===== src/rtl/ntt_bfly_addsub_if.sv =====
// Butterfly add/sub bus: operand/control inputs toward the unit,
// results and stage status back out.
interface ntt_bfly_addsub_if #(
    parameter int DATA_WIDTH = 32
);
    logic                  start;
    logic                  in_valid;
    logic [DATA_WIDTH-1:0] a_in;
    logic [DATA_WIDTH-1:0] wb_in;
    logic [DATA_WIDTH-1:0] modular;
    logic                  out_valid;
    logic [DATA_WIDTH-1:0] x_out;
    logic [DATA_WIDTH-1:0] y_out;
    logic                  busy;
    logic                  done;

    modport master (
        output start, in_valid, a_in, wb_in, modular,
        input  out_valid, x_out, y_out, busy, done
    );

    modport slave (
        input  start, in_valid, a_in, wb_in, modular,
        output out_valid, x_out, y_out, busy, done
    );
endinterface


===== src/rtl/ntt_bfly_addsub.sv =====
// Add/subtract half of a radix-2 NTT butterfly: X = A+WB mod q, Y = A-WB mod q.
// A is delayed MUL_LAT cycles to meet the multiplier result on wb_in.
// A stage FSM accepts BFLY_NUM operands and pulses done after the last result.
// Optional macro BFLY_OUT_REG_EN adds one output register stage.
module ntt_bfly_addsub #(
    parameter int DATA_WIDTH = 32,
    parameter int MUL_LAT    = 4,
    parameter int BFLY_NUM   = 512,
    parameter int CNT_W      = $clog2(BFLY_NUM + 1)
) (
    input logic               clk,
    input logic               rst,
    ntt_bfly_addsub_if.slave  bus
);
    typedef enum logic [1:0] {IDLE, RUN, DRAIN} state_t;

    localparam logic [CNT_W-1:0] LAST = CNT_W'(BFLY_NUM - 1);

    state_t           state, state_nxt;
    logic [CNT_W-1:0] issue_cnt, issue_cnt_nxt;
    logic [CNT_W-1:0] out_cnt, out_cnt_nxt;
    logic             done_q, done_nxt;
    logic             accept;
    logic             fin_vld;

    logic [MUL_LAT:1]                 vld_pipe;
    logic [MUL_LAT:1][DATA_WIDTH-1:0] a_pipe;

    logic [DATA_WIDTH-1:0] a_al, diff, x_c, y_c;
    logic [DATA_WIDTH:0]   sum, sum_sub;

    logic                  s1_vld;
    logic [DATA_WIDTH-1:0] s1_x, s1_y;

    // Stage control: operand acceptance, counters and done pulse
    always_comb begin
        state_nxt     = state;
        issue_cnt_nxt = issue_cnt;
        out_cnt_nxt   = out_cnt;
        done_nxt      = 1'b0;
        accept        = 1'b0;
        case (state)
            IDLE: begin
                // a start coinciding with done is dropped
                if (bus.start && !done_q) begin
                    state_nxt     = RUN;
                    issue_cnt_nxt = '0;
                    out_cnt_nxt   = '0;
                end
            end
            RUN: begin
                if (bus.in_valid) begin
                    accept        = 1'b1;
                    issue_cnt_nxt = issue_cnt + 1'b1;
                    if (issue_cnt == LAST) state_nxt = DRAIN;
                end
                if (fin_vld) out_cnt_nxt = out_cnt + 1'b1;
            end
            DRAIN: begin
                if (fin_vld) begin
                    out_cnt_nxt = out_cnt + 1'b1;
                    if (out_cnt == LAST) begin
                        done_nxt  = 1'b1;
                        state_nxt = IDLE;
                    end
                end
            end
            default: state_nxt = IDLE;
        endcase
    end

    // FSM and counter registers
    always_ff @(posedge clk or posedge rst) begin
        if (rst) begin
            state     <= IDLE;
            issue_cnt <= '0;
            out_cnt   <= '0;
            done_q    <= 1'b0;
        end else begin
            state     <= state_nxt;
            issue_cnt <= issue_cnt_nxt;
            out_cnt   <= out_cnt_nxt;
            done_q    <= done_nxt;
        end
    end

    // A delay line, free running; only accepted operands enter it
    always_ff @(posedge clk or posedge rst) begin
        if (rst) begin
            vld_pipe <= '0;
            a_pipe   <= '0;
        end else begin
            vld_pipe[1] <= accept;
            a_pipe[1]   <= accept ? bus.a_in : '0;
            for (int i = 2; i <= MUL_LAT; i++) begin
                vld_pipe[i] <= vld_pipe[i-1];
                a_pipe[i]   <= a_pipe[i-1];
            end
        end
    end

    // Modular add/sub on the aligned A and W*B pair
    assign a_al    = a_pipe[MUL_LAT];
    assign sum     = {1'b0, a_al} + {1'b0, bus.wb_in};
    assign sum_sub = sum - {1'b0, bus.modular};
    assign x_c     = (sum >= {1'b0, bus.modular}) ? sum_sub[DATA_WIDTH-1:0]
                                                  : sum[DATA_WIDTH-1:0];
    assign diff    = a_al - bus.wb_in;
    assign y_c     = (a_al >= bus.wb_in) ? diff : diff + bus.modular;

    // Result register; data holds while no valid result arrives
    always_ff @(posedge clk or posedge rst) begin
        if (rst) begin
            s1_vld <= 1'b0;
            s1_x   <= '0;
            s1_y   <= '0;
        end else begin
            s1_vld <= vld_pipe[MUL_LAT];
            if (vld_pipe[MUL_LAT]) begin
                s1_x <= x_c;
                s1_y <= y_c;
            end
        end
    end

`ifdef BFLY_OUT_REG_EN
    logic                  s2_vld;
    logic [DATA_WIDTH-1:0] s2_x, s2_y;

    // Extra output stage for timing; done follows this valid
    always_ff @(posedge clk or posedge rst) begin
        if (rst) begin
            s2_vld <= 1'b0;
            s2_x   <= '0;
            s2_y   <= '0;
        end else begin
            s2_vld <= s1_vld;
            if (s1_vld) begin
                s2_x <= s1_x;
                s2_y <= s1_y;
            end
        end
    end

    assign fin_vld   = s2_vld;
    assign bus.x_out = s2_x;
    assign bus.y_out = s2_y;
`else
    assign fin_vld   = s1_vld;
    assign bus.x_out = s1_x;
    assign bus.y_out = s1_y;
`endif

    assign bus.out_valid = fin_vld;
    assign bus.busy      = (state != IDLE);
    assign bus.done      = done_q;
endmodule


===== src/flat_wrapper.sv =====
// flat-port wrapper written by rule: the top's interface ports become plain ports
module ntt_bfly_addsub_flat 
#(
    parameter int DATA_WIDTH = 32,
    parameter int MUL_LAT    = 4,
    parameter int BFLY_NUM   = 512,
    parameter int CNT_W      = $clog2(BFLY_NUM + 1)
)
  (clk, rst, bus_start, bus_in_valid, bus_a_in, bus_wb_in, bus_modular, bus_out_valid, bus_x_out, bus_y_out, bus_busy, bus_done);
  ntt_bfly_addsub_if #(.DATA_WIDTH(DATA_WIDTH)) bus_i ();
  input logic clk;
  input logic rst;
  input wire logic [$bits(bus_i.start)-1:0] bus_start;
  input wire logic [$bits(bus_i.in_valid)-1:0] bus_in_valid;
  input wire logic [$bits(bus_i.a_in)-1:0] bus_a_in;
  input wire logic [$bits(bus_i.wb_in)-1:0] bus_wb_in;
  input wire logic [$bits(bus_i.modular)-1:0] bus_modular;
  output wire logic [$bits(bus_i.out_valid)-1:0] bus_out_valid;
  output wire logic [$bits(bus_i.x_out)-1:0] bus_x_out;
  output wire logic [$bits(bus_i.y_out)-1:0] bus_y_out;
  output wire logic [$bits(bus_i.busy)-1:0] bus_busy;
  output wire logic [$bits(bus_i.done)-1:0] bus_done;
  assign bus_i.start = bus_start;
  assign bus_i.in_valid = bus_in_valid;
  assign bus_i.a_in = bus_a_in;
  assign bus_i.wb_in = bus_wb_in;
  assign bus_i.modular = bus_modular;
  assign bus_out_valid = bus_i.out_valid;
  assign bus_x_out = bus_i.x_out;
  assign bus_y_out = bus_i.y_out;
  assign bus_busy = bus_i.busy;
  assign bus_done = bus_i.done;
  ntt_bfly_addsub #(.DATA_WIDTH(DATA_WIDTH), .MUL_LAT(MUL_LAT), .BFLY_NUM(BFLY_NUM), .CNT_W(CNT_W)) u_core (.clk(clk), .rst(rst), .bus(bus_i));
endmodule

===== config.mk =====
export PLATFORM = sky130hd
export DESIGN_NAME = ntt_bfly_addsub_flat
export DESIGN_NICKNAME = d
export VERILOG_FILES = /design/src/rtl/ntt_bfly_addsub_if.sv /design/src/rtl/ntt_bfly_addsub.sv /design/src/flat_wrapper.sv
export SDC_FILE = /design/constraint.sdc
export NUM_CORES = 1
export LEC_CHECK = 0
export CAP_MARGIN = 20
export CORE_ASPECT_RATIO = 2
export CORE_MARGIN = 2
export CORE_UTILIZATION = 35
export CTS_BUF_LIST = sky130_fd_sc_hd__clkbuf_16
export DETAILED_ROUTE_END_ITERATION = 7
export PLACE_DENSITY = 0.52
export SLEW_MARGIN = 30
export SYNTH_ARGS = -nofsm -noshare
export SYNTH_HDL_FRONTEND = slang
export SYNTH_SLANG_ARGS = --single-unit

===== constraint.sdc =====
create_clock -name clk -period 21.6 [get_ports clk]
set_clock_uncertainty 0.05 [all_clocks]
set_input_delay 6.48 -clock clk [delete_from_list [all_inputs] [get_ports clk]]
set_output_delay 6.48 -clock clk [all_outputs]
set_load 0.02 [all_outputs]

==> results of run 1 <==
registers in the layout (all words and copies together) (netlist names):
register / count
u_core.a_pipe: 96
u_core.a_al: 32
u_core.bus.x_out: 32
u_core.bus.y_out: 32
u_core.issue_cnt: 10
u_core.out_cnt: 10
u_core.vld_pipe: 4
u_core.state: 2
u_core.bus.done: 1
u_core.bus.out_valid: 1
cells by family after synthesis:
logic type | synth area share, %
adders and majority gates | 12.23
buffers and inverters | 5.112
AOI/OAI and AO/OA | 21.25
xor gates and xnor gates | 7.438
muxes | 1.498
DFF | 38.32
and+or+nand+nor | 14.15
cells in the mapped netlist, drive strengths merged (4+ instances only):
| master | instances |
|---|---|
| a211o | 6 |
| a211oi | 16 |
| a21boi | 4 |
| a21o | 45 |
| a21oi | 202 |
| a221o | 8 |
| a221oi | 4 |
| a22o | 9 |
| a31oi | 14 |
| and2 | 8 |
| and3 | 40 |
| and4 | 4 |
| buf | 16 |
| clkbuf | 48 |
| dfrtp | 220 |
| fa | 4 |
| ha | 134 |
| inv | 121 |
| mux2 | 4 |
| mux2i | 17 |
| nand2 | 74 |
| nand2b | 24 |
| nand3 | 25 |
| nand4 | 15 |
| nor2 | 172 |
| nor2b | 9 |
| nor3 | 31 |
| nor4 | 7 |
| o211ai | 9 |
| o21a | 9 |
| o21ai | 82 |
| o21bai | 24 |
| o31a | 4 |
| o31ai | 8 |
| o41ai | 4 |
| or2 | 5 |
| or3 | 4 |
| xnor2 | 87 |
| xor2 | 35 |
where the power goes:
group / switching, W / internal [W] / leakage (nW)
clock: 0.000163 / 0.000204 / 0.331
sequential: 0.0000564 / 0.000514 / 2.83
combinational: 0.000620 / 0.000452 / 4.87
total: 0.000840 / 0.00117 / 8.03
worst max-delay path: cells and delay by family:
kind,cells,cell delay (ns)
AOI/OAI and AO/OA,15,2.88
xor gates and xnor gates,1,0.32
adders and majority gates,2,0.70
buffers and inverters,5,1.26
and+or+nand+nor,3,0.61
per-layer routing:
layer,GRT usage [%],up-vias,wire length (µm)
met4,5.347,0,1127
met2,28.76,247,17090
met5,0,-,0
li1,-,5832,-
met3,2.009,52,1568
met1,23.38,5244,17370
layout by cell type, fill, tap and decap left out, types with 35 or more instances in the layout:
cell / count
sky130_fd_sc_hd__and3_1: 40
sky130_fd_sc_hd__inv_1: 119
sky130_fd_sc_hd__o21ai_0: 77
sky130_fd_sc_hd__nand2_1: 74
sky130_fd_sc_hd__xnor2_1: 87
sky130_fd_sc_hd__clkdlybuf4s50_1: 166
sky130_fd_sc_hd__xor2_1: 35
sky130_fd_sc_hd__nor2_1: 172
sky130_fd_sc_hd__a21oi_1: 201
sky130_fd_sc_hd__a21o_1: 45
sky130_fd_sc_hd__ha_1: 134
sky130_fd_sc_hd__dfrtp_1: 219
layout make-up:
type	instances	area (µm²)
clock buffers	21	525.5
clock inverters	16	150.1
fillers	4091	23560
repair buffers	173	1718
multi-input cells	1183	8128
inverters	122	465.4
flip-flops and latches	220	5509
well taps	535	669.4
worst min path at each step:
stage,start,endpoint,depth (start not counted)
after detailed placement,u_core.a_pipe[79]$_DFF_PP0_,u_core.a_al[15]$_DFF_PP0_,0
after global placement,u_core.a_pipe[10]$_DFF_PP0_,u_core.a_pipe[42]$_DFF_PP0_,0
after floorplan,u_core.a_pipe[64]$_DFF_PP0_,u_core.a_al[0]$_DFF_PP0_,0
final,u_core.a_pipe[90]$_DFF_PP0_,u_core.a_al[26]$_DFF_PP0_,0
after global routing,u_core.a_pipe[32]$_DFF_PP0_,u_core.a_pipe[64]$_DFF_PP0_,0
after CTS,u_core.a_pipe[71]$_DFF_PP0_,u_core.a_al[7]$_DFF_PP0_,0
stage by stage:
stage / power, W / hold slack (ns) / instance area (µm²)
5_1_grt: 0.002170 / 0.2970 / 17170
6_report: 0.002009 / 0.2958 / 17170
3_5_place_dp: 0.001652 / 0.2847 / 16490
4_1_cts: 0.002033 / 0.2953 / 17160
2_1_floorplan: 0.001318 / 0.2812 / 14370
3_3_place_gp: 0.001651 / 0.2810 / 16490
==> results.txt, run 1 <==
- From synthesis to final layout, the design area changed by 19.48%.
* Initial core utilization: 35.27%
* Flip-flop and latch count after synthesis: 220
- The critical path ends at u_core.bus.x_out[27]$_DFFE_PP0P_.
- The average instance in the mapped netlist occupies 9.041 µm².
* CP Data Required Time: 21.95 ns
- In the routed design, unresolved DRC markers number 0.
- The clock reaches the later pin of the worst-skew pair after 0.53 ns.
* Arrival time reported for the critical path endpoint: 12.24 ns
- Max Clock Freq: 84.08 MHz
- TritonCTS built the clock tree.
- STA classifies the critical path endpoint as a flop.
- Static leakage: 8.032 nW
- Before CTS, the worst setup slack after placement is 9.144 ns.
- Clock tree synthesis found a total of 220 sinks.
* I/O Buffers: 166
- Reg clk slew, reported paths: 0.07 ns
- DR vias/cell: 5.011
- Final cell count without fillers: 2270
* Number of global-route vias before repair: 11.15k
- Mean routed wirelength per cell: 16.37 µm
* Worst setup path class: in -> reg
- Reg2reg setup slack: 15.84 ns
- Cells fill 42.15% of the core in the end.
- Unrepaired setup endpoints after global routing: false
* Area of the die: 42780 µm²
- Of all flip-flops after synthesis, the portion carrying an async set or reset was 100.0%.
- Summed over all layers, the routed wires come to 37.16 mm.
* Setup violation total in the final timing report: 0
* Chip Height: 290.5 µm
- Once placement completed, the tool counted placed cells totaling 2233.
- The floorplan step defined a core boundary enclosing 40730 µm².
* Summed negative setup slack over all endpoints: 0 ns
* Maximum number of pins on one net before global-route repair: 86
- Origin of the worst setup path: bus_wb_in[1]
- Min Clock Period, post-route: 11.89 ns
- Diodes inserted: 0
- Boundary Pins: 167
- The first TritonRoute pass finished after 5 iterations.
* Remaining max-slew budget at the tightest pin: 44.26%
- From left edge to right edge, the die measures 147.3 µm.
- The worst setup path is launched from an input pin.
- Synthesis instantiated 83 different standard cells from the library.
- Share of cells above drive strength 1: 4.265%
- Worst-case vdd ir drop: 0.05154 mV
- Final-report max-slew violation count: 0
* Row count: 105
* Largest cells by area after synthesis: sky130_fd_sc_hd__dfrtp_1 38%, sky130_fd_sc_hd__ha_1 12%, sky130_fd_sc_hd__a21oi_1 7.0%, sky130_fd_sc_hd__xnor2_1 5.3%, sky130_fd_sc_hd__nor2_1 4.5%
- Once detail routing completed, the nets flagged for antenna violations numbered 0.
- Type of the tightest min-delay check: reg -> reg
* R2r endpoint: u_core.bus.x_out[27]$_DFFE_PP0P_
- In this run the number of H-tree levels came out at 1.
- The clock passes through at most 3 buffers.
* Number of buffers inserted for hold repair after clock tree synthesis: 0
- Among all flip-flop cells after synthesis, the most frequent one is sky130_fd_sc_hd__dfrtp_1.
- Number of enable-type register cells in the synthesized netlist: 0
* Remaining global-route overflow: 0
* R2r worst-path depth: 24
- Period utilization: 55.06%
* Root buf cell: sky130_fd_sc_hd__clkbuf_16
- Slew at the pin closest to its max-slew limit: 0.8351 ns
- Count of vias placed by the detailed router: 11.38k
- In the synthesized netlist, the number of instances is 1589.
- Area of the mapped netlist: 14370 µm²
- Clock tree synthesis inserted a total of 21 buffers.
- The number of gates resized after CTS was 0.
* GP Congestion: 0.9189
* DP Wirelength: 29.81 mm
- In the global route stage, overall resource usage came out at 17.24%.
- The worst register-to-register path begins at u_core.a_al[1]$_DFF_PP0_.
- Largest area contributor in the synthesized netlist: sky130_fd_sc_hd__dfrtp_1
- Setup ws final: 9.706 ns
* Final Net Count: 1959
* Initial antenna violation count: 0
- The share of the Yosys chip area taken by registers is 38.32%.
- Fin. Hold Viols: 0
- The largest individual stage delay along the critical path comes from the cell sky130_fd_sc_hd__clkdlybuf4s50_1.
- Post-synthesis net count: 1827
* First-pass GRT wire length: 59.30 mm
- Total setup buffers inserted after CTS: 0
- Pwr Density: 117.1 nW/µm²
* Result of the run: complete, no violations
- Counting stages on the worst path, the most repeated cell is sky130_fd_sc_hd__o21ai_0.
* Iteration-0 DRC Markers: 506
- Peak per-stage delay on the critical path: 0.53 ns
- Maximum capacitance violations: 0
* Area fraction of the dominant cell type after synthesis: 38.32%
- Of all nets on the critical path, the largest fanout is 50.
- During synthesis, Yosys emitted a total of 0 warnings.
No activity file was read; power rests on OpenSTA's default activity.
==> run 2: changes to the inputs <==
--- a/config.mk
+++ b/config.mk
@@ -11,7 +11,7 @@
 export CORE_UTILIZATION = 35
 export CTS_BUF_LIST = sky130_fd_sc_hd__clkbuf_16
 export DETAILED_ROUTE_END_ITERATION = 7
-export PLACE_DENSITY = 0.52
+export PLACE_DENSITY = 0.54
 export SLEW_MARGIN = 30
 export SYNTH_ARGS = -nofsm -noshare
 export SYNTH_HDL_FRONTEND = slang
==> constraint.sdc (replaced) <==
create_clock -name clk -period 9.8 [get_ports clk]
set_clock_uncertainty 0.05 [all_clocks]
set_input_delay 2.94 -clock clk [delete_from_list [all_inputs] [get_ports clk]]
set_output_delay 2.94 -clock clk [all_outputs]
set_load 0.02 [all_outputs]
==> run 2 against run 1 <==
  * Combinational power grew 120%
  * Power grew 120%
  * Via count grew 0.79%
  * Critical path depth is the same
  * Cell count is the same
  * Highest routed layer unchanged
  * Die area is the same
  * Register-to-register slack lost 12 ns
  * Sequential cell count is the same
  * Design area is essentially flat
  * Worst setup slack lost 8.1 ns
  * Routed wire length shrank 0.66%
  * Largest power group unchanged
==> results.txt, run 2 (synthesized netlist as in run 1, its figures left out) <==
* Remaining global-route overflow: 0 (unchanged)
* Worst-case vdd ir drop: 0.1561 mV (+200%)
- The core outline area is 40730 µm² (unchanged).
- Ranked by flip-flop count, first place goes to u_core.a_pipe.
- The total count of hold-check failures in the final report came to 0 (unchanged).
* Chip Height: 290.5 µm (unchanged)
- The clock latency at the later pin of the worst-skew pair is 0.52 ns (about the same).
* Worst setup EP type: flop
* Number of global-route vias before repair: 11.09k (-0.49%)
- DR vias/cell: 5.051 (+0.79%)
- The net count reported at finish was 1960 (+0.051%).
- The run finished with clean final reports.
* Max reg flops: 96 (unchanged)
- Number of fillers in the final layout: 4063 (-0.68%)
- Post-synthesis to final-layout area growth: 19.53% (about the same)
- Remaining design rule violation count: 0 (unchanged)
- Pre-Repair DR Iteration Count: 5 (unchanged)
- Maximum capacitance violations: 0 (unchanged)
- The power density of the placed cells came to 255.6 nW/µm² (+120%).
- Iteration-0 DRC Markers: 476 (-5.9%)
- CP max FO: 50 (unchanged)
* Initial antenna violation count: 0 (unchanged)
- Broken down by cell family, the worst path's largest delay share belongs to compound AO/OA/AOI/OAI gates.
* Mean routed wirelength per cell: 16.26 µm (-0.66%)
- Slew at the pin closest to its max-slew limit: 0.8578 ns (+0.02261 ns)
- STA classifies the critical path startpoint as an input pin.
- The post-route total power is 0.004390 W (+120%).
* Root buf cell: sky130_fd_sc_hd__clkbuf_16
- The horizontal die dimension came to 147.3 µm (unchanged).
- Worst setup path class: in -> reg
- The delay of the slowest cell on the worst path came to 0.54 ns (about the same).
* Clk sink count: 220 (unchanged)
- The leakage power figure was 8.046 nW (+0.18%).
* CTS Buf Count: 20 (-4.8%)
- Maximum number of pins on one net before global-route repair: 86 (unchanged)
* Total setup buffers inserted after CTS: 0 (unchanged)
- After layout, the minimum clock period comes to 8.214 ns.
* Cell type of the slowest stage on the worst timing path: sky130_fd_sc_hd__clkdlybuf4s50_1
- I/O Buffers: 166 (unchanged)
- The buffers plus inverters on the worst setup path was 5 (unchanged).
* Summed negative setup slack over all endpoints: 0 ns (unchanged)
- The number of nets with antenna violations after routing is 0 (unchanged).
* Quantity of gates resized following cts: 0 (unchanged)
- The top cell types in the final layout, fill and taps aside, are 219 x sky130_fd_sc_hd__dfrtp_1, 201 x sky130_fd_sc_hd__a21oi_1, 172 x sky130_fd_sc_hd__nor2_1.
* TritonCTS clock tree: yes
* Most common cell on crit path: sky130_fd_sc_hd__o21ai_0
- The required time of the worst setup path is 10.16 ns (-11.79 ns).
- After layout, the worst path uses 83.81% of the clock period.
* Count of vias placed by the detailed router: 11.47k (+0.79%)
- The number of buffers between clock root and the deepest sink came to 3 (unchanged).
- First-pass GRT wire length: 59.04 mm (-0.43%)
- DP Wirelength: 29.63 mm (-0.59%)
- Gr usage total: 17.13% (-0.11 points)
- The final setup violation count came to 0 (unchanged).
- Level count of the clock H-tree: 1 (unchanged)
* Row count: 105 (unchanged)
- Static timing analysis puts the maximum clock frequency at 121.8 MHz.
- The worst max-slew margin expressed relative to the limit came to 42.82% (-1.4 points).
- The library cell used most frequently in the layout, excluding fill and tap cells, is sky130_fd_sc_hd__dfrtp_1.
- Arrival time reported for the critical path endpoint: 8.57 ns (-3.67 ns)
- The clock input transition at the sequential cells of the worst setup and hold paths was 0.06 ns (about the same).
- Final-report max-slew violation count: 0 (unchanged)
* Diodes inserted: 0 (unchanged)
- Area of the die: 42780 µm² (unchanged)
* Number of buffers inserted for hold repair after clock tree synthesis: 0 (unchanged)
- The number of I/O pins was 167 (unchanged).
* Share of cells above drive strength 1: 4.092% (-0.17 points)
- Unrepaired setup endpoints after global routing: false
- Type of the tightest min-delay check: reg -> reg
- GP Congestion: 0.9227 (+0.41%)
* Initial core utilization: 35.27% (unchanged)
* Drt total wl: 36.91 mm (-0.66%)
## run 2: changes by cell type in the layout (fill, tap and decap cells not counted), sizes merged
| cell | change |
|---|---|
| buf | +2 |
| clkinv | -2 |
| inv | +2 |
| bufinv | -1 |
| clkinvlp | -1 |
## run 2: metal layers
| layer | wire, µm | track usage, % | vias to the layer above |
|---|---|---|---|
| met3 | 1805 | 2.370 | 50 |
| met5 | 0 | 0 | - |
| li1 | - | - | 5832 |
| met1 | 16830 | 23.17 | 5323 |
| met4 | 857 | 4.456 | 0 |
| met2 | 17420 | 28.79 | 260 |
## run 2: area by class of cell
type	count	area [µm²]	area share [%]
Clock inverter	14	93.84	0.5464
Multi-Input combinational cell	1183	8128	47.33
Inverter	122	465.4	2.710
Sequential cell	220	5509	32.08
Timing Repair Buffer	175	1782	10.38
Clock buffer	21	525.5	3.060
Tap cell	535	669.4	3.898
## run 2: power breakdown
| part | switching (W) | total, W | internal (W) |
|---|---|---|---|
| Clock | 0.000346 | 0.000761 | 0.000415 |
| Combinational | 0.00137 | 0.00238 | 0.00101 |
| Sequential | 0.000121 | 0.00125 | 0.00113 |
## run 2: per-stage QoR
stage / util (%) / cells / hold WS (ns) / area (µm²) / setup WS [ns]
finish: 42.17 / 2270 / 0.2925 / 17170 / 1.586
global route: 42.17 / 2270 / 0.3018 / 17170 / 1.163
CTS: 42.17 / 2270 / 0.2963 / 17170 / 1.582
detailed placement: 40.65 / 2235 / 0.2847 / 16550 / 1.059
global placement: 40.51 / 2233 / 0.2810 / 16500 / 1.196
floorplan: - / 1589 / 0.2812 / 14370 / 0.7889
## run 2: path summary, 6_finish.rpt
path | to | slack, ns | cells past startpoint | start
worst max register to register | u_core.bus.x_out[16]$_DFFE_PP0P_ | 4.20 | 24 | u_core.a_al[1]$_DFF_PP0_
worst max-delay path | u_core.bus.x_out[16]$_DFFE_PP0P_ | 1.59 | 26 | bus_wb_in[1]
worst min register to register | u_core.a_pipe[92]$_DFF_PP0_ | 0.29 | 0 | u_core.a_pipe[60]$_DFF_PP0_
worst min-delay path | u_core.a_pipe[92]$_DFF_PP0_ | 0.29 | 0 | u_core.a_pipe[60]$_DFF_PP0_
min in group asynchronous | u_core.a_pipe[52]$_DFF_PP0_ | 2.81 | 2 | rst
max in group asynchronous | u_core.vld_pipe[4]$_DFF_PP0_ | 5.81 | 4 | rst
## run 2: worst reg2reg max path: cells and delay by family, from the launching register on
family	cells	cell delay (ns)
buf+inv	3	0.42
flops	1	0.45
simple gates	3	0.63
xor+xnor	1	0.33
fa+ha+maj	2	0.71
compound gates	15	2.90
